File: config.mk
export PLATFORM = sky130hd
export DESIGN_NAME = fsmc_sdram_bridge_flat
export DESIGN_NICKNAME = d
export VERILOG_FILES = /design/src/rtl/fsmc_sdram_bridge_pkg.sv /design/src/rtl/fsmc_sdram_bridge_if.sv /design/src/rtl/fsmc_sdram_wq.sv /design/src/rtl/fsmc_sdram_bridge.sv /design/src/flat_wrapper.sv
export SDC_FILE = /design/constraint.sdc
export NUM_CORES = 1
export LEC_CHECK = 0
export ABC_CLOCK_PERIOD_IN_PS = 8800
export CORE_ASPECT_RATIO = 0.9
export CORE_MARGIN = 2
export CORE_UTILIZATION = 55
export DETAILED_ROUTE_END_ITERATION = 8
export PLACE_DENSITY = 0.72
export SYNTH_ARGS = -nofsm -noshare
export SYNTH_HDL_FRONTEND = slang
export SYNTH_SLANG_ARGS = --single-unit
export TNS_END_PERCENT = 1
File: constraint.sdc
create_clock -name clk -period 8.8 [get_ports clk]
set_input_delay 1.76 -clock clk [delete_from_list [all_inputs] [get_ports clk]]
set_output_delay 1.76 -clock clk [all_outputs]
set_load 0.03 [all_outputs]
File: src/rtl/fsmc_sdram_bridge_pkg.sv
// fsmc_sdram_pkg: register map, STATUS/CMD bit positions and the bridge FSM
// state encoding, shared by the bridge, its write queue and its bench.
package fsmc_sdram_pkg;

    // Register word offsets
    localparam int REG_ADR_LOW  = 0;
    localparam int REG_ADR_HIGH = 1;
    localparam int REG_DATA     = 2;
    localparam int REG_CMD      = 3;
    localparam int REG_STATUS   = 4;

    // STATUS bit positions
    localparam int ST_BUSY    = 0;
    localparam int ST_FULL    = 1;
    localparam int ST_OVF     = 2;
    localparam int ST_INIT    = 3;
    localparam int ST_LVL_LSB = 8;
    localparam int ST_LVL_W   = 8;

    // CMD write bit positions
    localparam int CMD_RD      = 0;
    localparam int CMD_AUTOINC = 1;
    localparam int CMD_CLR_OVF = 2;
    // Position of autoinc in a CMD read: {.., autoinc, 2'b0}
    localparam int CMD_AUTOINC_RD = 2;

    typedef enum logic [2:0] {
        S_IDLE,
        S_WR_ISSUE,
        S_WR_WAIT,
        S_RD_ISSUE,
        S_RD_WAIT
    } state_t;

endpackage

File: src/rtl/fsmc_sdram_bridge_if.sv
// FSMC register-bus and SDRAM-controller handshake signals of the bridge.
// slave  : the bridge side (FSMC bus slave, SDRAM request master).
// master : the surrounding system (FSMC core and SDRAM controller).
interface fsmc_sdram_bridge_if #(
    parameter int DW     = 16,
    parameter int AW     = 8,
    parameter int MEM_AW = 24
);
    logic [AW-1:0]     fsmc_r_adr;
    logic [DW-1:0]     fsmc_r_data;
    logic              fsmc_do_write;
    logic [AW-1:0]     fsmc_w_adr;
    logic [DW-1:0]     fsmc_w_data;

    logic              sdram_init_done;
    logic              sdram_busy;
    logic              sdram_data_valid;
    logic              sdram_write_done;
    logic [DW-1:0]     sdram_rdata;
    logic              sdram_adv;
    logic              sdram_rwn;
    logic [MEM_AW-1:0] sdram_addr;
    logic [DW-1:0]     sdram_wdata;

    modport slave (
        input  fsmc_r_adr, fsmc_do_write, fsmc_w_adr, fsmc_w_data,
        input  sdram_init_done, sdram_busy, sdram_data_valid,
        input  sdram_write_done, sdram_rdata,
        output fsmc_r_data,
        output sdram_adv, sdram_rwn, sdram_addr, sdram_wdata
    );

    modport master (
        output fsmc_r_adr, fsmc_do_write, fsmc_w_adr, fsmc_w_data,
        output sdram_init_done, sdram_busy, sdram_data_valid,
        output sdram_write_done, sdram_rdata,
        input  fsmc_r_data,
        input  sdram_adv, sdram_rwn, sdram_addr, sdram_wdata
    );

endinterface

File: src/rtl/fsmc_sdram_wq.sv
// fsmc_sdram_wq: synchronous posted-write FIFO. A push while full is
// accepted only when a pop happens in the same cycle; level counts entries.
module fsmc_sdram_wq #(
    parameter int W     = 40,
    parameter int DEPTH = 8,
    parameter int LW    = $clog2(DEPTH) + 1
) (
    input  logic          clk,
    input  logic          nrst,
    input  logic          push,
    input  logic          pop,
    input  logic [W-1:0]  wdata,
    output logic [W-1:0]  rdata,
    output logic          full,
    output logic          empty,
    output logic [LW-1:0] level
);
    localparam int PW = $clog2(DEPTH);

    logic [W-1:0]  mem [DEPTH];
    logic [PW:0]   wr_ptr, rd_ptr;
    logic          wr_en, rd_en;

    assign level = LW'(wr_ptr - rd_ptr);
    assign full  = (level == LW'(DEPTH));
    assign empty = (level == '0);
    assign wr_en = push && (!full || pop);
    assign rd_en = pop && !empty;
    assign rdata = mem[rd_ptr[PW-1:0]];

    // Storage array; contents are don't-care until written
    always_ff @(posedge clk) begin
        if (wr_en)
            mem[wr_ptr[PW-1:0]] <= wdata;
    end

    // Pointer update; the extra MSB distinguishes full from empty
    always_ff @(posedge clk or negedge nrst) begin
        if (!nrst) begin
            wr_ptr <= '0;
            rd_ptr <= '0;
        end else begin
            if (wr_en) wr_ptr <= wr_ptr + 1'b1;
            if (rd_en) rd_ptr <= rd_ptr + 1'b1;
        end
    end

endmodule

File: src/rtl/fsmc_sdram_bridge.sv
// fsmc_sdram_bridge: register-mapped FSMC -> SDRAM controller bridge with a
// posted write queue, read trigger, status and sticky overflow.
// Optional feature macro: FSMC_SDRAM_AUTOINC_EN (address auto-increment and
// CMD bit1); without it autoinc is tied to 0.
module fsmc_sdram_bridge
    import fsmc_sdram_pkg::*;
#(
    parameter int DW       = 16,
    parameter int AW       = 8,
    parameter int MEM_AW   = 24,
    parameter int WQ_DEPTH = 8
) (
    input  logic                 clk,
    input  logic                 nrst,
    fsmc_sdram_bridge_if.slave   bus
);
    localparam int HW = MEM_AW - DW;          // width held by ADR_HIGH
    localparam int QW = MEM_AW + DW;          // queue entry {adr, data}
    localparam int LW = $clog2(WQ_DEPTH) + 1;

    state_t            state;
    logic [MEM_AW-1:0] adr, rd_adr;
    logic [DW-1:0]     rd_data;
    logic              rd_pend, overflow, autoinc;
    logic              adv_q, rwn_q;
    logic [MEM_AW-1:0] addr_q;
    logic [DW-1:0]     wdata_q;

    logic [QW-1:0]     q_head;
    logic              q_full, q_empty;
    logic [LW-1:0]     q_level;

    logic wr_adr_lo, wr_adr_hi, wr_data, wr_cmd;
    logic sdram_idle, q_pop, rd_start, rd_done;
    logic push_ok, rd_busy, cmd_rd, cmd_rd_ok, adr_inc, busy;

    // Write strobe decode
    assign wr_adr_lo = bus.fsmc_do_write && (bus.fsmc_w_adr == AW'(REG_ADR_LOW));
    assign wr_adr_hi = bus.fsmc_do_write && (bus.fsmc_w_adr == AW'(REG_ADR_HIGH));
    assign wr_data   = bus.fsmc_do_write && (bus.fsmc_w_adr == AW'(REG_DATA));
    assign wr_cmd    = bus.fsmc_do_write && (bus.fsmc_w_adr == AW'(REG_CMD));

    // Issue decisions are taken in IDLE; queued writes beat a pending read
    assign sdram_idle = bus.sdram_init_done && !bus.sdram_busy;
    assign q_pop      = (state == S_IDLE) && !q_empty && sdram_idle;
    assign rd_start   = (state == S_IDLE) && q_empty && rd_pend && sdram_idle;
    assign rd_done    = (state == S_RD_WAIT) && bus.sdram_data_valid;

    // A push into a full queue is still taken when the head leaves this cycle
    assign push_ok   = wr_data && (!q_full || q_pop);
    // rd_pend stays set through issue and wait, so it also covers in-flight
    assign rd_busy   = rd_pend || (state == S_RD_ISSUE) || (state == S_RD_WAIT);
    assign cmd_rd    = wr_cmd && bus.fsmc_w_data[CMD_RD];
    assign cmd_rd_ok = cmd_rd && !rd_busy;
    assign adr_inc   = autoinc && (push_ok || cmd_rd_ok);
    assign busy      = !q_empty || rd_pend || (state != S_IDLE);

    fsmc_sdram_wq #(
        .W     (QW),
        .DEPTH (WQ_DEPTH),
        .LW    (LW)
    ) u_wq (
        .clk   (clk),
        .nrst  (nrst),
        .push  (wr_data),
        .pop   (q_pop),
        .wdata ({adr, bus.fsmc_w_data}),
        .rdata (q_head),
        .full  (q_full),
        .empty (q_empty),
        .level (q_level)
    );

`ifdef FSMC_SDRAM_AUTOINC_EN
    // autoinc follows CMD bit1 on every CMD write
    always_ff @(posedge clk or negedge nrst) begin
        if (!nrst)
            autoinc <= 1'b0;
        else if (wr_cmd)
            autoinc <= bus.fsmc_w_data[CMD_AUTOINC];
    end
`else
    assign autoinc = 1'b0;
`endif

    // Address register, read trigger and sticky overflow
    always_ff @(posedge clk or negedge nrst) begin
        if (!nrst) begin
            adr      <= '0;
            rd_adr   <= '0;
            rd_pend  <= 1'b0;
            overflow <= 1'b0;
        end else begin
            if (wr_adr_lo)
                adr[DW-1:0] <= bus.fsmc_w_data;
            else if (wr_adr_hi)
                adr[MEM_AW-1:DW] <= bus.fsmc_w_data[HW-1:0];
            else if (adr_inc)
                adr <= adr + MEM_AW'(1);

            if (cmd_rd_ok)
                rd_adr <= adr;

            if (rd_done)
                rd_pend <= 1'b0;
            else if (cmd_rd_ok)
                rd_pend <= 1'b1;

            // Clear first so a rejected read in the same CMD still sets it
            if (wr_data && !push_ok)
                overflow <= 1'b1;
            if (wr_cmd && bus.fsmc_w_data[CMD_CLR_OVF])
                overflow <= 1'b0;
            if (cmd_rd && !cmd_rd_ok)
                overflow <= 1'b1;
        end
    end

    // Request FSM with registered SDRAM outputs held until back in IDLE
    always_ff @(posedge clk or negedge nrst) begin
        if (!nrst) begin
            state   <= S_IDLE;
            adv_q   <= 1'b0;
            rwn_q   <= 1'b1;
            addr_q  <= '0;
            wdata_q <= '0;
            rd_data <= '0;
        end else begin
            adv_q <= 1'b0;
            case (state)
                S_IDLE: begin
                    if (q_pop) begin
                        state   <= S_WR_ISSUE;
                        adv_q   <= 1'b1;
                        rwn_q   <= 1'b0;
                        addr_q  <= q_head[QW-1:DW];
                        wdata_q <= q_head[DW-1:0];
                    end else if (rd_start) begin
                        state  <= S_RD_ISSUE;
                        adv_q  <= 1'b1;
                        rwn_q  <= 1'b1;
                        addr_q <= rd_adr;
                    end
                end
                S_WR_ISSUE: state <= S_WR_WAIT;
                S_RD_ISSUE: state <= S_RD_WAIT;
                S_WR_WAIT: begin
                    if (bus.sdram_write_done)
                        state <= S_IDLE;
                end
                S_RD_WAIT: begin
                    if (bus.sdram_data_valid) begin
                        rd_data <= bus.sdram_rdata;
                        state   <= S_IDLE;
                    end
                end
                default: state <= S_IDLE;
            endcase
        end
    end

    assign bus.sdram_adv   = adv_q;
    assign bus.sdram_rwn   = rwn_q;
    assign bus.sdram_addr  = addr_q;
    assign bus.sdram_wdata = wdata_q;

    // Side-effect-free register read decode
    always_comb begin
        bus.fsmc_r_data = '0;
        case (bus.fsmc_r_adr)
            AW'(REG_ADR_LOW):  bus.fsmc_r_data = adr[DW-1:0];
            AW'(REG_ADR_HIGH): bus.fsmc_r_data = DW'(adr[MEM_AW-1:DW]);
            AW'(REG_DATA):     bus.fsmc_r_data = rd_data;
            AW'(REG_CMD):      bus.fsmc_r_data[CMD_AUTOINC_RD] = autoinc;
            AW'(REG_STATUS): begin
                bus.fsmc_r_data[ST_BUSY] = busy;
                bus.fsmc_r_data[ST_FULL] = q_full;
                bus.fsmc_r_data[ST_OVF]  = overflow;
                bus.fsmc_r_data[ST_INIT] = bus.sdram_init_done;
                bus.fsmc_r_data[ST_LVL_LSB +: ST_LVL_W] = ST_LVL_W'(q_level);
            end
            default: bus.fsmc_r_data = '0;
        endcase
    end

endmodule
File: src/flat_wrapper.sv
// flat-port wrapper written by rule: the top's interface ports become plain ports
module fsmc_sdram_bridge_flat import fsmc_sdram_pkg::*;
#(
    parameter int DW       = 16,
    parameter int AW       = 8,
    parameter int MEM_AW   = 24,
    parameter int WQ_DEPTH = 8
)
  (clk, nrst, bus_fsmc_r_adr, bus_fsmc_do_write, bus_fsmc_w_adr, bus_fsmc_w_data, bus_sdram_init_done, bus_sdram_busy, bus_sdram_data_valid, bus_sdram_write_done, bus_sdram_rdata, bus_fsmc_r_data, bus_sdram_adv, bus_sdram_rwn, bus_sdram_addr, bus_sdram_wdata);
  fsmc_sdram_bridge_if #(.DW(DW), .AW(AW), .MEM_AW(MEM_AW)) bus_i ();
  input  logic clk;
  input  logic nrst;
  input wire logic [$bits(bus_i.fsmc_r_adr)-1:0] bus_fsmc_r_adr;
  input wire logic [$bits(bus_i.fsmc_do_write)-1:0] bus_fsmc_do_write;
  input wire logic [$bits(bus_i.fsmc_w_adr)-1:0] bus_fsmc_w_adr;
  input wire logic [$bits(bus_i.fsmc_w_data)-1:0] bus_fsmc_w_data;
  input wire logic [$bits(bus_i.sdram_init_done)-1:0] bus_sdram_init_done;
  input wire logic [$bits(bus_i.sdram_busy)-1:0] bus_sdram_busy;
  input wire logic [$bits(bus_i.sdram_data_valid)-1:0] bus_sdram_data_valid;
  input wire logic [$bits(bus_i.sdram_write_done)-1:0] bus_sdram_write_done;
  input wire logic [$bits(bus_i.sdram_rdata)-1:0] bus_sdram_rdata;
  output wire logic [$bits(bus_i.fsmc_r_data)-1:0] bus_fsmc_r_data;
  output wire logic [$bits(bus_i.sdram_adv)-1:0] bus_sdram_adv;
  output wire logic [$bits(bus_i.sdram_rwn)-1:0] bus_sdram_rwn;
  output wire logic [$bits(bus_i.sdram_addr)-1:0] bus_sdram_addr;
  output wire logic [$bits(bus_i.sdram_wdata)-1:0] bus_sdram_wdata;
  assign bus_i.fsmc_r_adr = bus_fsmc_r_adr;
  assign bus_i.fsmc_do_write = bus_fsmc_do_write;
  assign bus_i.fsmc_w_adr = bus_fsmc_w_adr;
  assign bus_i.fsmc_w_data = bus_fsmc_w_data;
  assign bus_i.sdram_init_done = bus_sdram_init_done;
  assign bus_i.sdram_busy = bus_sdram_busy;
  assign bus_i.sdram_data_valid = bus_sdram_data_valid;
  assign bus_i.sdram_write_done = bus_sdram_write_done;
  assign bus_i.sdram_rdata = bus_sdram_rdata;
  assign bus_fsmc_r_data = bus_i.fsmc_r_data;
  assign bus_sdram_adv = bus_i.sdram_adv;
  assign bus_sdram_rwn = bus_i.sdram_rwn;
  assign bus_sdram_addr = bus_i.sdram_addr;
  assign bus_sdram_wdata = bus_i.sdram_wdata;
  fsmc_sdram_bridge #(.DW(DW), .AW(AW), .MEM_AW(MEM_AW), .WQ_DEPTH(WQ_DEPTH)) u_core (.clk(clk), .nrst(nrst), .bus(bus_i));
endmodule
==> flow_summary.toml, run 1 <==
[cts]
worstSkewPairLatency_ps = 540
cts_root_buffer = "clkbuf_16"
cts_max_level = 2
numCtsBuffers = 44
cts_hold_buf = 0
cts.sinks = 439
cts_tree = "built"
clk_path_buf_depth = 3
clk_pin_slew_worst_paths_ps = 60
ctsResizeCount = 0
cts_setup_buffers = 0

[sta]
drv_slew = 0
fin_crit_sh_pct = 76.5
finalSetupViolCount = 0
skew_ps = 13.8
fmax_mhz = 149
hold_viol = 0
period_minus_slack_ps = 6730
max_slew.worst_pin.slew_ps = 1150
setup_tns_ps = 0
rsz0062_at_grt = "false"
timing.slew.headroom_pct = 23.2

[yosys]
yosysMostFrequentCell = "edfxtp_1"
synth_top_cell_by_area = "edfxtp_1"
syn-instance-count = 892
synth_top_area_share_pct = 55.5
syn-num-nets = 953
syn_avg_cell_area_um2 = 19.4
yosysWarnings = 0
synthArstFlopShare_pct = 27.1
yosysUniqueCellTypes = 55
synth_seq_area_share_pct = 72.7
ys_top_cells_by_area = "edfxtp_1, dfrtp_1, mux4_2, mux2i_1, mux2_2"
syn_area_um2 = 17300
synth_edf_count = 320
yosys_register_bits = 439
synthTopCellsByCount = "edfxtp_1, dfrtp_1, mux4_2"
synthFlopType = "edfxtp_1"

[detailed_routing]
drc = 0
firstDrtPassIters = 5
dr_total_vias = 8871
postRouteAntennaNets = 0
wl_per_cell_um = 25.8
via_per_inst = 6.03
wl_mm = 38.0
drt_iter0_drc = 779

[layout]
multi_input_area_um2 = 4520
antennaDiodeCount = 0
area_delta_synth_final_pct = 17.9
seq_area_um2 = 12600
drive_above_1_share_pct = 24.1
n_fill_cell = 2121
nets = 1090
fin_cells = 1472

[critical_path]
rr_endpoint = "u_core.u_wq.mem[5][18]"
cp-end-kind = "primary output"
slowest_delay_ps = 750
r2r_slack_ps = 5170
cp_max_fo = 15
reg2reg_from = "u_core.u_wq.rd_ptr[0]"
cp_top_family = "simple AND/OR/NAND/NOR gates"
path_cells = "clkdlybuf4s50_1, or4_1, nor4_2, and2_1, a222oi_1, inv_1, clkdlybuf4s50_1"
crit_end = "bus_fsmc_r_data[4]"
critical_path_buf_inv_count = 3
worstSetupPathType = "primary input to primary output"
critPathArrivalTime_ps = 4970
startpoint_type = "primary input"
critPathSlowestCell = "and2_1"
worst_path_most_repeated_cell = "clkdlybuf4s50_1"
cp-startpoint = "bus_fsmc_r_adr[5]"
r2r_cells = 9
worst-path-stages = 7
critPathRequiredTime_ps = 7040

[global_routing]
grt_pass1_wl_mm = 58.2
grt_pass1_vias = 9372
grt_use_met1_pct = 34.3
antenna_found_initial = 0
met2_usage_pct = 39.7
grt_busiest_layer = "met2"
grt_use_met3_pct = 3.88
grtUsageTotal_pct = 24.2
grt.overflow.total = 0
grt_max_degree = 64

[placed_design]
numPortBuffers = 112
placedCellCount = 1392
dp_hpwl_mm = 21.6
globalplace.congestion = 0.803

[pwr]
p_seq_share_pct = 44.0
powerDensity_nw_per_um2 = 290
vdd_drop_max_uv = 196
power.switching_mw = 1.71
p_total_mw = 5.91
clock_power_share_pct = 31.4
p_int_mw = 4.20
p_sw_share_pct = 28.9
comb_power_share_pct = 24.6
leakagePower_nw = 7.61

[die]
coreArea_um2 = 31000
die_w_um = 191
pin_count = 113
std_cell_rows = 61
die_h_um = 172
start_util_pct = 55.9
dieArea_um2 = 32900

[outcome]
run_status = "complete, no violations"

[worst_hold_path]
hold_class = "flop to flop"

[flow_run]
cap_violations = 0
-- sequential cells by signal, indices dropped and copies added, names as in the netlist --
register,count
u_core.bus.sdram_adv,1
u_core.u_wq.rd_ptr,4
u_core.adr,24
u_core.rd_pend,1
u_core.bus.sdram_addr,24
u_core.state,3
u_core.bus.sdram_wdata,16
u_core.u_wq.mem,320
u_core.rd_data,16
u_core.overflow,1
u_core.u_wq.wr_ptr,4
u_core.bus.sdram_rwn,1
u_core.rd_adr,24
-- layout make-up --
type / count / share of cell area (%)
flip-flops and latches: 439 / 61.7
clock buffers: 64 / 6.26
repair buffers: 134 / 6.31
clock inverters: 16 / 0.803
inverters: 15 / 0.276
multi-input cells: 395 / 22.2
well taps: 409 / 2.51
-- tightest hold or removal path, stage by stage (launching register included) --
cell and delay [ps]:
dfstp_2 380, inv_1 40, a21oi_1 50
-- power groups by stage --
| stage | sequential (mW) | clock, mW | combinational, mW |
|---|---|---|---|
| after floorplan | 2.69 | 0 | 0.918 |
| after global placement | 2.64 | 0 | 1.45 |
| after detailed placement | 2.64 | 0 | 1.47 |
| after CTS | 2.60 | 1.88 | 1.48 |
| after global routing | 2.63 | 1.97 | 1.56 |
| final | 2.60 | 1.86 | 1.46 |
-- layout by cell type (no fill, tap or decap), types with 17 or more instances in the layout --
cell type,count
nor2_1,22
clkbuf_16,46
edfxtp_1,320
a31oi_1,17
mux2_4,19
mux2_2,47
mux2i_1,73
nand2_1,45
buf_4,22
mux4_2,80
dfrtp_1,116
clkdlybuf4s50_1,111
-- worst min-delay path by stage --
| stage | start | end | cells after the start |
|---|---|---|---|
| 2_1_floorplan | u_core.state[2] | u_core.state[1] | 1 |
| 3_3_place_gp | u_core.bus.sdram_rwn | u_core.bus.sdram_rwn | 2 |
| 3_5_place_dp | u_core.bus.sdram_rwn | u_core.bus.sdram_rwn | 2 |
| 4_1_cts | u_core.bus.sdram_rwn | u_core.bus.sdram_rwn | 2 |
| 5_1_grt | u_core.bus.sdram_rwn | u_core.bus.sdram_rwn | 2 |
| 6_report | u_core.bus.sdram_rwn | u_core.bus.sdram_rwn | 2 |
-- routing by layer --
layer	vias up	routed length, um
met5	-	0
met4	0	920
met3	68	2160
met2	295	18500
met1	4683	16400
li1	3825	-
-- stage by stage --
| step | hold WS (ps) | instance area [um^2] | worst slack, ps | utilization [%] |
|---|---|---|---|---|
| 5_1_grt | 498 | 20400 | 1930 | 65.9 |
| 4_1_cts | 481 | 20400 | 2080 | 65.9 |
| 2_1_floorplan | 468 | 17300 | 1960 | - |
| 6_report | 479 | 20400 | 2070 | 65.9 |
| 3_5_place_dp | 465 | 19000 | 2100 | 61.2 |
| 3_3_place_gp | 457 | 19000 | 2190 | 61.2 |
-- logic make-up after synthesis --
logic type                 after synthesis  synth area share (%)
adders and majority gates                6                 0.477
buffers and inverters                   58                  1.58
xor gates and xnor gates                 9                 0.455
and+or+nand+nor                        110                  3.39
muxes                                  219                  19.3
AOI/OAI and AO/OA                       51                  2.10
DFF                                    439                  72.7
Note: power is estimated with default switching activity, not from simulation.
==> run 2, diff against run 1 <==
Settings changed: ABC_CLOCK_PERIOD_IN_PS 8800 to 5700, CORE_UTILIZATION 55 to 53, PLACE_DENSITY 0.72 to 0.73.
Clock period 8.8 ns to 5.7 ns, I/O delays scaled along.
==> run 2 against run 1 <==
Effect of this change: largest power group unchanged; design area is 0.25% higher; routed wire length fell by 0.34%; combinational power grew 64%; highest routed layer unchanged.
==> flow_summary.toml, run 2 (synthesis gave the netlist of run 1 again) <==
[sta]
drv_slew = 0
rsz0062_at_grt = "false"
hold_ws_ps = 465
timing.slew.headroom_pct = 24.4
fin_crit_sh_pct = 91.9
setup_tns_ps = 0
skew_ps = 15.2
period_minus_slack_ps = 5240
max_slew.worst_pin.slew_ps = 1130
hold_viol = 0
finalSetupViolCount = 0
fmax_mhz = 191

[cts]
cts_tree = "built"
cts_max_level = 2
clk_path_buf_depth = 3
cts_hold_buf = 0
clk_pin_slew_worst_paths_ps = 60
worstSkewPairLatency_ps = 540
cts_setup_buffers = 0
cts.sinks = 439
ctsResizeCount = 0
cts_root_buffer = "clkbuf_16"
numCtsBuffers = 43

[layout]
fin_cells = 1485
nets = 1096
layout_common_cells = "edfxtp_1, dfrtp_1, clkdlybuf4s50_1"
drive_above_1_share_pct = 25.0
largest_reg_flops = 320
final_common_cell = "edfxtp_1"
area_delta_synth_final_pct = 18.2
antennaDiodeCount = 0

[detailed_routing]
wl_per_cell_um = 25.5
via_per_inst = 6.04
wl_mm = 37.8
dr_wl_met2_mm = 18.2
drc = 0
met3_length_mm = 2.30
firstDrtPassIters = 6
postRouteAntennaNets = 0
wl_met1_mm = 16.3
dr_total_vias = 8964
drt_iter0_drc = 771
topRoutingLayerUsed = "met4"

[critical_path]
slowest_delay_ps = 730
critical_path_buf_inv_count = 2
cp_top_family = "simple AND/OR/NAND/NOR gates"
worst_path_most_repeated_cell = "clkdlybuf4s50_1"
cp_max_fo = 14
critPathRequiredTime_ps = 4560
cp-end-kind = "primary output"
path_cells = "clkdlybuf4s50_1, or4_1, or3_1, and2b_2, a22oi_1, o21ai_0, clkdlybuf4s50_1"
startpoint_type = "primary input"
critPathArrivalTime_ps = 4100
worstSetupPathType = "primary input to primary output"
critPathSlowestCell = "clkdlybuf4s50_1"

[pwr]
leakagePower_nw = 7.65
p_sw_share_pct = 28.8
clock_power_share_pct = 31.3
vdd_drop_max_uv = 408
comb_power_share_pct = 26.3
power.switching_mw = 2.63
p_int_mw = 6.51
powerDensity_nw_per_um2 = 446
p_seq_share_pct = 42.4

[die]
std_cell_rows = 62
pin_count = 113
dieArea_um2 = 34100
die_w_um = 195
die_h_um = 176
coreArea_um2 = 32000
start_util_pct = 54.1

[placed_design]
dp_hpwl_mm = 21.8
numPortBuffers = 112
placedCellCount = 1406
globalplace.congestion = 0.806

[global_routing]
grtUsageTotal_pct = 22.6
antenna_found_initial = 0
grt_pass1_wl_mm = 56.9
grt.overflow.total = 0
grt_max_degree = 84
grt_pass1_vias = 9143

[flow_run]
cap_violations = 0

[worst_hold_path]
hold_class = "flop to flop"

[outcome]
run_status = "complete, no violations"
==> run 2: cell types whose count changed in the layout (fill, tap and decap cells not counted) <==
cell,change
clkbuf_16,-1
inv_6,+1
clkbuf_1,-2
clkinv_8,-1
buf_4,+7
bufinv_16,+1
clkinv_2,+5
clkinv_1,-3
clkbuf_8,-1
==> run 2: cell type report <==
class	count	area, um^2
clock buffers	60	1230
inverters	15	56.3
multi-input cells	395	4520
repair buffers	141	1340
well taps	416	520
fillers	2211	11600
clock inverters	19	200
flip-flops and latches	439	12600
==> run 2: worst paths after layout <==
path / startpoint / endpoint / slack, ps / depth (start not counted)
worst max register to register: u_core.u_wq.wr_ptr[0] / u_core.bus.sdram_addr[22] / 2330 / 9
worst max-delay path: bus_fsmc_r_adr[5] / bus_fsmc_r_data[10] / 460 / 7
worst min-delay path: u_core.bus.sdram_rwn / u_core.bus.sdram_rwn / 470 / 2
min in group asynchronous: nrst / u_core.bus.sdram_wdata[3] / 690 / 1
max in group asynchronous: nrst / u_core.u_wq.rd_ptr[0] / 3940 / 2
worst min register to register: u_core.bus.sdram_rwn / u_core.bus.sdram_rwn / 470 / 2
==> run 2: worst min-delay path: stages, from the launching register on <==
cell and delay, ps:
dfstp_2 360, inv_1 40, a21oi_1 60
==> run 2: per-layer routing <==
| layer | track usage [%] | vias up |
|---|---|---|
| met2 | 36.2 | 337 |
| met3 | 3.44 | 61 |
| li1 | - | 3838 |
| met5 | 0 | - |
| met4 | 7.37 | 0 |
| met1 | 32.4 | 4728 |
==> run 2: metrics by stage <==
stage	power [mW]	area, um^2	worst slack [ps]	util [%]
2_1_floorplan	5.57	17300	-851	-
3_3_place_gp	6.33	19000	536	59.4
3_5_place_dp	6.36	19000	499	59.4
4_1_cts	9.21	20500	490	63.9
5_1_grt	9.50	20500	432	63.9
6_report	9.13	20500	461	63.9
==> run 2: power groups by stage <==
stage	clock [mW]	combinational [mW]	sequential [mW]
finish	2.86	2.40	3.87
global route	3.03	2.58	3.90
CTS	2.89	2.44	3.88
detailed placement	0	2.43	3.94
global placement	0	2.40	3.94
floorplan	0	1.42	4.16
